## src/rtl/instr_fetch_unit.sv

```systemverilog
// Instruction fetch stage: holds the PC, reads one word per instruction from
// instruction memory, and hands it to decode over a valid/ready handshake.
//
// state   | meaning
// S_FETCH | request imem at pc (unless halted), wait for imem_ready
// S_HOLD  | present the captured instruction to decode until dec_ready
module instr_fetch_unit #(
  parameter logic [31:0] RESET_PC = 32'h0000_0000
) (
  input  logic        clk,
  input  logic        rst_n,
  input  logic        halt,
  output logic        imem_req,
  output logic [31:0] imem_addr,
  input  logic        imem_ready,
  input  logic [31:0] imem_rdata,
  output logic        ins_valid,
  input  logic        dec_ready,
  output logic [31:0] ins,
  output logic [5:0]  opcode,
  output logic [31:0] ins_pc,
  input  logic        branch,
  input  logic        zero,
  output logic [31:0] fetch_count
);

  typedef enum logic {
    S_FETCH = 1'b0,
    S_HOLD  = 1'b1
  } state_t;

  localparam logic [31:0] RESET_PC_ALIGNED = {RESET_PC[31:2], 2'b00};

  state_t      state;
  logic [31:0] pc;
  logic        capture;
  logic [31:0] br_offset;
  logic [31:0] br_target;

  assign imem_req  = (state == S_FETCH) && !halt;
  assign imem_addr = pc;
  assign capture   = imem_req && imem_ready;
  assign opcode    = ins[31:26];

  // Word offset shifted into byte units; the low two bits stay zero.
  assign br_offset = {{14{ins[15]}}, ins[15:0], 2'b00};
  assign br_target = ins_pc + 32'd4 + br_offset;

  always_ff @(posedge clk or negedge rst_n) begin
    if (!rst_n) begin
      state       <= S_FETCH;
      pc          <= RESET_PC_ALIGNED;
      ins         <= 32'h0;
      ins_pc      <= 32'h0;
      ins_valid   <= 1'b0;
      fetch_count <= 32'h0;
    end else begin
      case (state)
        S_FETCH: begin
          if (capture) begin
            ins       <= imem_rdata;
            ins_pc    <= pc;
            pc        <= pc + 32'd4;
            ins_valid <= 1'b1;
            state     <= S_HOLD;
          end
        end
        S_HOLD: begin
          if (dec_ready) begin
            fetch_count <= fetch_count + 32'd1;
            ins_valid   <= 1'b0;
            state       <= S_FETCH;
            // pc already holds ins_pc+4 from capture; only a taken beq overrides it.
            if (branch && zero) begin
              pc <= br_target;
            end
          end
        end
      endcase
    end
  end

endmodule
```

## config.mk

```make
export PLATFORM = sky130hd
export DESIGN_NAME = instr_fetch_unit
export DESIGN_NICKNAME = d
export VERILOG_FILES = /design/src/rtl/instr_fetch_unit.sv
export SDC_FILE = /design/constraint.sdc
export NUM_CORES = 1
export LEC_CHECK = 0
export BUFFER_PORTS_ARGS = -buffer_cell sky130_fd_sc_hd__buf_2
export CORE_ASPECT_RATIO = 0.75
export CORE_UTILIZATION = 40
export CTS_BUF_LIST = sky130_fd_sc_hd__clkbuf_16
export DETAILED_ROUTE_END_ITERATION = 16
export HOLD_SLACK_MARGIN = 0.12
export MAX_ROUTING_LAYER = met4
export SLEW_MARGIN = 20
export SYNTH_ARGS = -nofsm -noshare
export SYNTH_HDL_FRONTEND = slang
export SYNTH_SLANG_ARGS = --single-unit
```

## constraint.sdc

```tcl
create_clock -name clk -period 3 [get_ports clk]
set_clock_uncertainty 0.1 [all_clocks]
set_input_delay 0.75 -clock clk [delete_from_list [all_inputs] [get_ports clk]]
set_output_delay 0.75 -clock clk [all_outputs]
set_load 0.03 [all_outputs]
```

==> flow_summary.yaml, run 1 <==
run_status:
  status: "finished, final reports clean"
critical_path:
  r2r_slack_ns: 0.01
  critPathCaptureType: "register"
  worst-path-max-fanout: 4
  reg2reg_depth: 11
  required_ns: 3.20
  cp.arrival_ns: 3.19
  cp-start-kind: "register"
  path_class: "reg -> reg"
cells_and_area:
  drive_above_1_share: 0.310
  antenna_cells: 0
  final_core_util: 0.545
  synthToLayoutAreaGrowth_pct: 32.3
  layout_commonest_cell: "nand2_1"
  fin_nets: 1207
  finalInstanceArea_um2: 10200
  most-common-layout-cells: "nand2_1 (232), buf_2 (174), dfrtp_1 (124)"
yosys:
  synth_cell_type_count: 56
  synth_xor_xnor_area_share: 0.0627
  synthCells: 873
  synth_edf_count: 0
  syn_area_um2: 7690
  synth_warnings: 0
  synth_fa_ha_area_frac: 0.0986
  yosys.area_share.simple: 0.225
  synth_top_family_by_area: "simple AND/OR/NAND/NOR gates"
  synth-compound-area-share: 0.138
  ys_ff_latch: 130
  syn-num-nets: 972
  synth.area.mux_share: 0.0163
  seq_area_frac_synth: 0.423
  synth_top_flop_cell: "dfrtp_1"
  post_synth.cell_area_avg_um2: 8.81
  synthArstFlopShare: 1.00
detailed_routing:
  ant_nets: 0
  drc_errors: 0
  drt_iter0_markers: 567
  first_pass_iters: 5
  via_per_inst: 5.20
  wl_um: 22200
  wl_per_cell_um: 16.3
  vias: 7114
pwr:
  clkPwrFrac: 0.270
  cellLeakagePower_nw: 5.27
  switchingPower_mw: 3.02
  comb_power_share: 0.424
  ir_drop_uv: 321
  power.density_nw_per_um2: 741
  intPower_mw: 4.52
  swShare: 0.401
  p_seq_frac: 0.306
clock_tree:
  cts_tree: "yes"
  clock-root-buffer: "clkbuf_16"
  clk_latency_ns: 0.42
  cts_buffer_depth: 2
  cts_buffers: 17
  cts_sinks: 130
  clkTransAtPathRegs_ns: 0.06
  cts-htree-levels: 4
  postCtsHoldBufs: 0
die:
  dieArea_um2: 19800
  die_x_um: 162
  die_h_um: 122
  initial_core_util: 0.412
  rows: 43
  ioPinCount: 175
  fp.coreArea_um2: 18700
global_route:
  grt_overflow: 0
  grt_pass1_wl_um: 34800
  antenna_found_initial: 0
  grt_max_degree: 48
  grt_pass1_vias: 6476
  grt_util_all_layers: 0.232
timing:
  relSlewSlack: 0.615
  worst_pin_slew_ns: 0.575
  hold_viol: 0
  setup_violations: 0
  report.final.slew_viol_count: 0
  clock.fmax_mhz: 335
  rsz0062_at_grt: "true"
  period_share: 0.996
  worst_slack_ns: 0.0114
  period_needed_ns: 2.99
run:
  maxCapViolCount: 0
placed_design:
  pre_cts_slack_ns: -0.0256
  place.gp.congestion: 0.919
  post-dp-hpwl_um: 15900
  port_buffers: 174
  placed_cell_area_um2: 9130
hold_path:
  min_path_type: "in -> async"
==> layout make-up <==
class / count / area, um2
tap: 247 / 309
clock inverter: 14 / 141
fill: 1706 / 8500
timing repair buffer: 261 / 1560
clock buffer: 17 / 425
inverter: 12 / 45.0
sequential: 130 / 3260
multi-input combinational: 686 / 4430
==> synthesized netlist by cell type (2+ instances only) <==
cell type  number  area (um2)
nor4_1          2        12.5
dfrtp_1       130        3250
nor2b_1         3        18.8
o21a_1          4        30.0
xor2_1         17         149
a21oi_1        58         290
buf_6           2        22.5
o211ai_1        4        30.0
nand3_1        38         190
o221ai_1        3        26.3
a31oi_1        13        81.3
nand4_1        18         113
and4_1          9        78.8
clkbuf_1       31         116
buf_4           6        45.0
a211oi_1        5        37.5
and3_1         16         100
a21o_1          9        67.6
nor3_1          9        45.0
and2_1          8        50.1
inv_1          11        41.3
nor3b_1         3        22.5
mux2i_1         8        80.1
o21ai_0        31         155
o22ai_1        15        93.8
a221o_1         4        40.0
a221oi_1        3        26.3
xnor2_1        38         333
ha_1           59         738
nor2_1         42         158
clkbuf_8        2        27.5
or2_2           2        12.5
mux2_2          4        45.0
a21o_2          3        26.3
nand2_1       233         875
a211o_1         2        17.5
buf_2           3        15.0
o21bai_1        7        52.6
==> critical path, stage by stage (launching register included) <==
cell and delay, ns:
dfrtp_2 0.42, ha_4 0.25, ha_4 0.16, fa_2 0.34
a21o_4 0.22, a31oi_4 0.14, nor3_2 0.07, or3_4 0.43
a31oi_4 0.19, a31o_1 0.18, xnor2_1 0.07, a221o_1 0.29
==> metal layers <==
layer | wire, um | vias up | track usage
li1 | - | 3513 | -
met1 | 11300 | 3352 | 0.344
met2 | 9650 | 227 | 0.326
met3 | 1060 | 22 | 0.0330
met4 | 262 | 0 | 0.0660
met5 | 0 | - | -
==> per-stage QoR <==
step / power (mW) / instances / hold slack [ns] / TNS, ns
after floorplan: 4.19 / 873 / 0.354 / -0.0416
after global placement: 5.15 / 1307 / 0.351 / 0
after detailed placement: 5.16 / 1307 / 0.355 / -0.0511
after CTS: 7.35 / 1360 / 0.181 / -0.0222
after global routing: 7.96 / 1367 / 0.206 / -0.185
final: 7.54 / 1367 / 0.169 / 0
==> logic make-up (layout without fill, tap and decap cells) <==
logic type                 count (synthesis)  in the layout
and+or+nand+nor                          390            390
xor gates and xnor gates                  55             55
muxes                                     12             12
AOI/OAI and AO/OA                        169            169
buffers and inverters                     57            304
DFF                                      130            130
adders and majority gates                 60             60
==> path summary, 6_finish.rpt <==
check                                               to                   startpoint
hold / removal                  ins_pc[22]$_DFFE_PN0P_                        rst_n
setup / recovery             imem_addr[29]$_DFFE_PN0P_        ins_pc[3]$_DFFE_PN0P_
max in group asynchronous           ins[5]$_DFFE_PN0P_                        rst_n
setup reg to reg             imem_addr[29]$_DFFE_PN0P_        ins_pc[3]$_DFFE_PN0P_
min in group clk           fetch_count[31]$_DFFE_PN0P_  fetch_count[31]$_DFFE_PN0P_
hold reg to reg            fetch_count[31]$_DFFE_PN0P_  fetch_count[31]$_DFFE_PN0P_
==> flip-flops by register name, summed over array words and instances (netlist names) <==
name         count
state            1
fetch_count     32
ins_pc          32
imem_addr       32
ins_valid        1
ins             32
==> power groups by stage <==
stage / logic (mW) / registers [mW] / clock network [mW]
floorplan: 1.36 / 2.84 / 0
global placement: 2.83 / 2.32 / 0
detailed placement: 2.83 / 2.33 / 0
CTS: 2.98 / 2.30 / 2.06
global route: 3.48 / 2.35 / 2.13
finish: 3.20 / 2.31 / 2.03
==> what timing repair did <==
action | 4_1_cts | 5_1_grt
cloned | 0 | 0
setup endpoints to repair | 3 | 11
resized for setup | 10 | 37
setup buffers | 22 | 8
pin swaps | 9 | 17
Power figures use the tool's default switching activity.
==> run 2, diff against run 1 <==
Settings changed: CORE_ASPECT_RATIO 0.75 to 2, CTS_CLUSTER_SIZE set to 16.
==> flow_summary.yaml, run 2 (same netlist as run 1, synthesis figures left out) <==
detailed_routing:
  wl_per_cell_um: 17.3
  drc_errors: 0
  vias: 7180
  drt_iter0_markers: 273
  first_pass_iters: 4
  via_per_inst: 5.31
  wl_um: 23300
  ant_nets: 0
critical_path:
  critPathCaptureType: "register"
  cp_num_cells: 11
  worst-path-max-fanout: 4
  crit_slowest_cell: "dfrtp_2"
  cp-start-kind: "register"
  max_stage_delay_ns: 0.42
  cp_top_family: "compound AO/OA/AOI/OAI gates"
  r2r_slack_ns: 0.02
  cp.arrival_ns: 3.18
  path_buf_inv: 0
  worstPathCellList: "ha_4, ha_4, fa_2, a21o_4, a31oi_4, nor3_2, or3_4, a31oi_4, a31o_1, xnor2_1, a221o_1"
  crit-reg2reg-launch: "ins[1]$_DFFE_PN0P_"
  required_ns: 3.20
  reg2reg_depth: 11
  path_class: "reg -> reg"
  r2r_end: "imem_addr[29]$_DFFE_PN0P_"
placed_design:
  place.gp.congestion: 0.930
  port_buffers: 174
  post-dp-hpwl_um: 17200
  placed_cell_area_um2: 9120
timing:
  hold_viol: 0
  report.final.slew_viol_count: 0
  worst_pin_slew_ns: 0.577
  period_needed_ns: 2.98
  clock.fmax_mhz: 336
  relSlewSlack: 0.615
  hold_ws_ns: 0.195
  rsz0062_at_grt: "true"
  setup_violations: 0
  period_share: 0.992
hold_path:
  min_path_type: "in -> async"
die:
  ioPinCount: 175
  die_h_um: 198
  initial_core_util: 0.408
  die_x_um: 100
  rows: 71
  dieArea_um2: 19800
  fp.coreArea_um2: 18800
clock_tree:
  clock-root-buffer: "clkbuf_16"
  clk_latency_ns: 0.42
  clkTransAtPathRegs_ns: 0.06
  cts_buffer_depth: 2
  postCtsHoldBufs: 0
  cts_buffers: 17
  cts-htree-levels: 4
  cts_sinks: 130
  cts_tree: "yes"
global_route:
  grt_util_all_layers: 0.249
  antenna_found_initial: 1
  grt_max_degree: 56
  grt_pass1_vias: 7172
  grt_overflow: 0
  grt_pass1_wl_um: 36500
run:
  maxCapViolCount: 0
pwr:
  ir_drop_uv: 391
  cellLeakagePower_nw: 5.14
  power.density_nw_per_um2: 729
cells_and_area:
  fin_nets: 1184
  synthToLayoutAreaGrowth_pct: 28.9
  most-common-layout-cells: "nand2_1 (232), buf_2 (173), dfrtp_1 (126)"
  finalInstanceArea_um2: 9910
  drive_above_1_share: 0.281
  layout_commonest_cell: "nand2_1"
run_status:
  status: "finished, final reports clean"
==> run 2: cell count changes in the layout (fill, tap and decap cells not counted), sizes merged <==
cell / change
diode: +1
buf: -23
clkinvlp: +1
bufinv: -1
clkinv: -1
inv: -1
==> run 2: final cells by class <==
class | count | area, um2
flip-flops and latches | 130 | 3260
clock inverters | 12 | 80.1
repair buffers | 238 | 1420
well taps | 255 | 319
clock buffers | 17 | 425
fillers | 1870 | 8930
multi-input cells | 686 | 4360
diodes | 1 | 2.50
inverters | 12 | 45.0
==> run 2: per-layer routing <==
metal,GRT usage,vias to the layer above,wire (um)
met1,0.251,3445,8500
li1,-,3475,-
met3,0.0360,62,830
met5,-,-,0
met2,0.452,198,13000
met4,0.138,0,939
==> run 2: metrics by stage <==
stage	total power [mW]	TNS, ns	cells	util	worst slack, ns
after floorplan	4.19	-0.0416	873	-	-0.0416
after global placement	5.16	-0.0208	1311	0.484	-0.0208
after detailed placement	5.20	-0.0943	1311	0.484	-0.0453
after CTS	7.15	-0.0577	1344	0.516	-0.0444
after global routing	7.66	-0.160	1351	0.526	-0.0859
final	7.22	0	1351	0.526	0.0233
==> run 2: worst max-delay path by stage <==
stage | from | end
after global placement | ins[1]$_DFFE_PN0P_ | imem_addr[29]$_DFFE_PN0P_
after detailed placement | ins[1]$_DFFE_PN0P_ | imem_addr[29]$_DFFE_PN0P_
after CTS | ins[1]$_DFFE_PN0P_ | imem_addr[29]$_DFFE_PN0P_
after floorplan | ins[1]$_DFFE_PN0P_ | imem_addr[29]$_DFFE_PN0P_
final | ins[1]$_DFFE_PN0P_ | imem_addr[29]$_DFFE_PN0P_
after global routing | ins[5]$_DFFE_PN0P_ | imem_addr[30]$_DFFE_PN0P_
==> run 2: repair_timing <==
item,4_1_cts,5_1_grt
pin swaps,6,9
gates resized for setup,6,27
endpoints found under the setup margin,4,14
setup buffers,4,6
==> run 2: report_power, final <==
group	internal, mW	switching [mW]	total [mW]
Clock	1.10	0.758	1.86
Combinational	1.18	1.88	3.06
Sequential	2.03	0.284	2.31
Total	4.31	2.92	7.22
==> run 2: worst reg2reg max path, stage by stage (launching register included) <==
cell	delay [ns]
dfrtp_2	0.42
ha_4	0.25
ha_4	0.16
fa_2	0.36
a21o_4	0.25
a31oi_4	0.15
nor3_2	0.06
or3_4	0.38
a31oi_4	0.20
a31o_1	0.18
xnor2_1	0.06
a221o_1	0.29
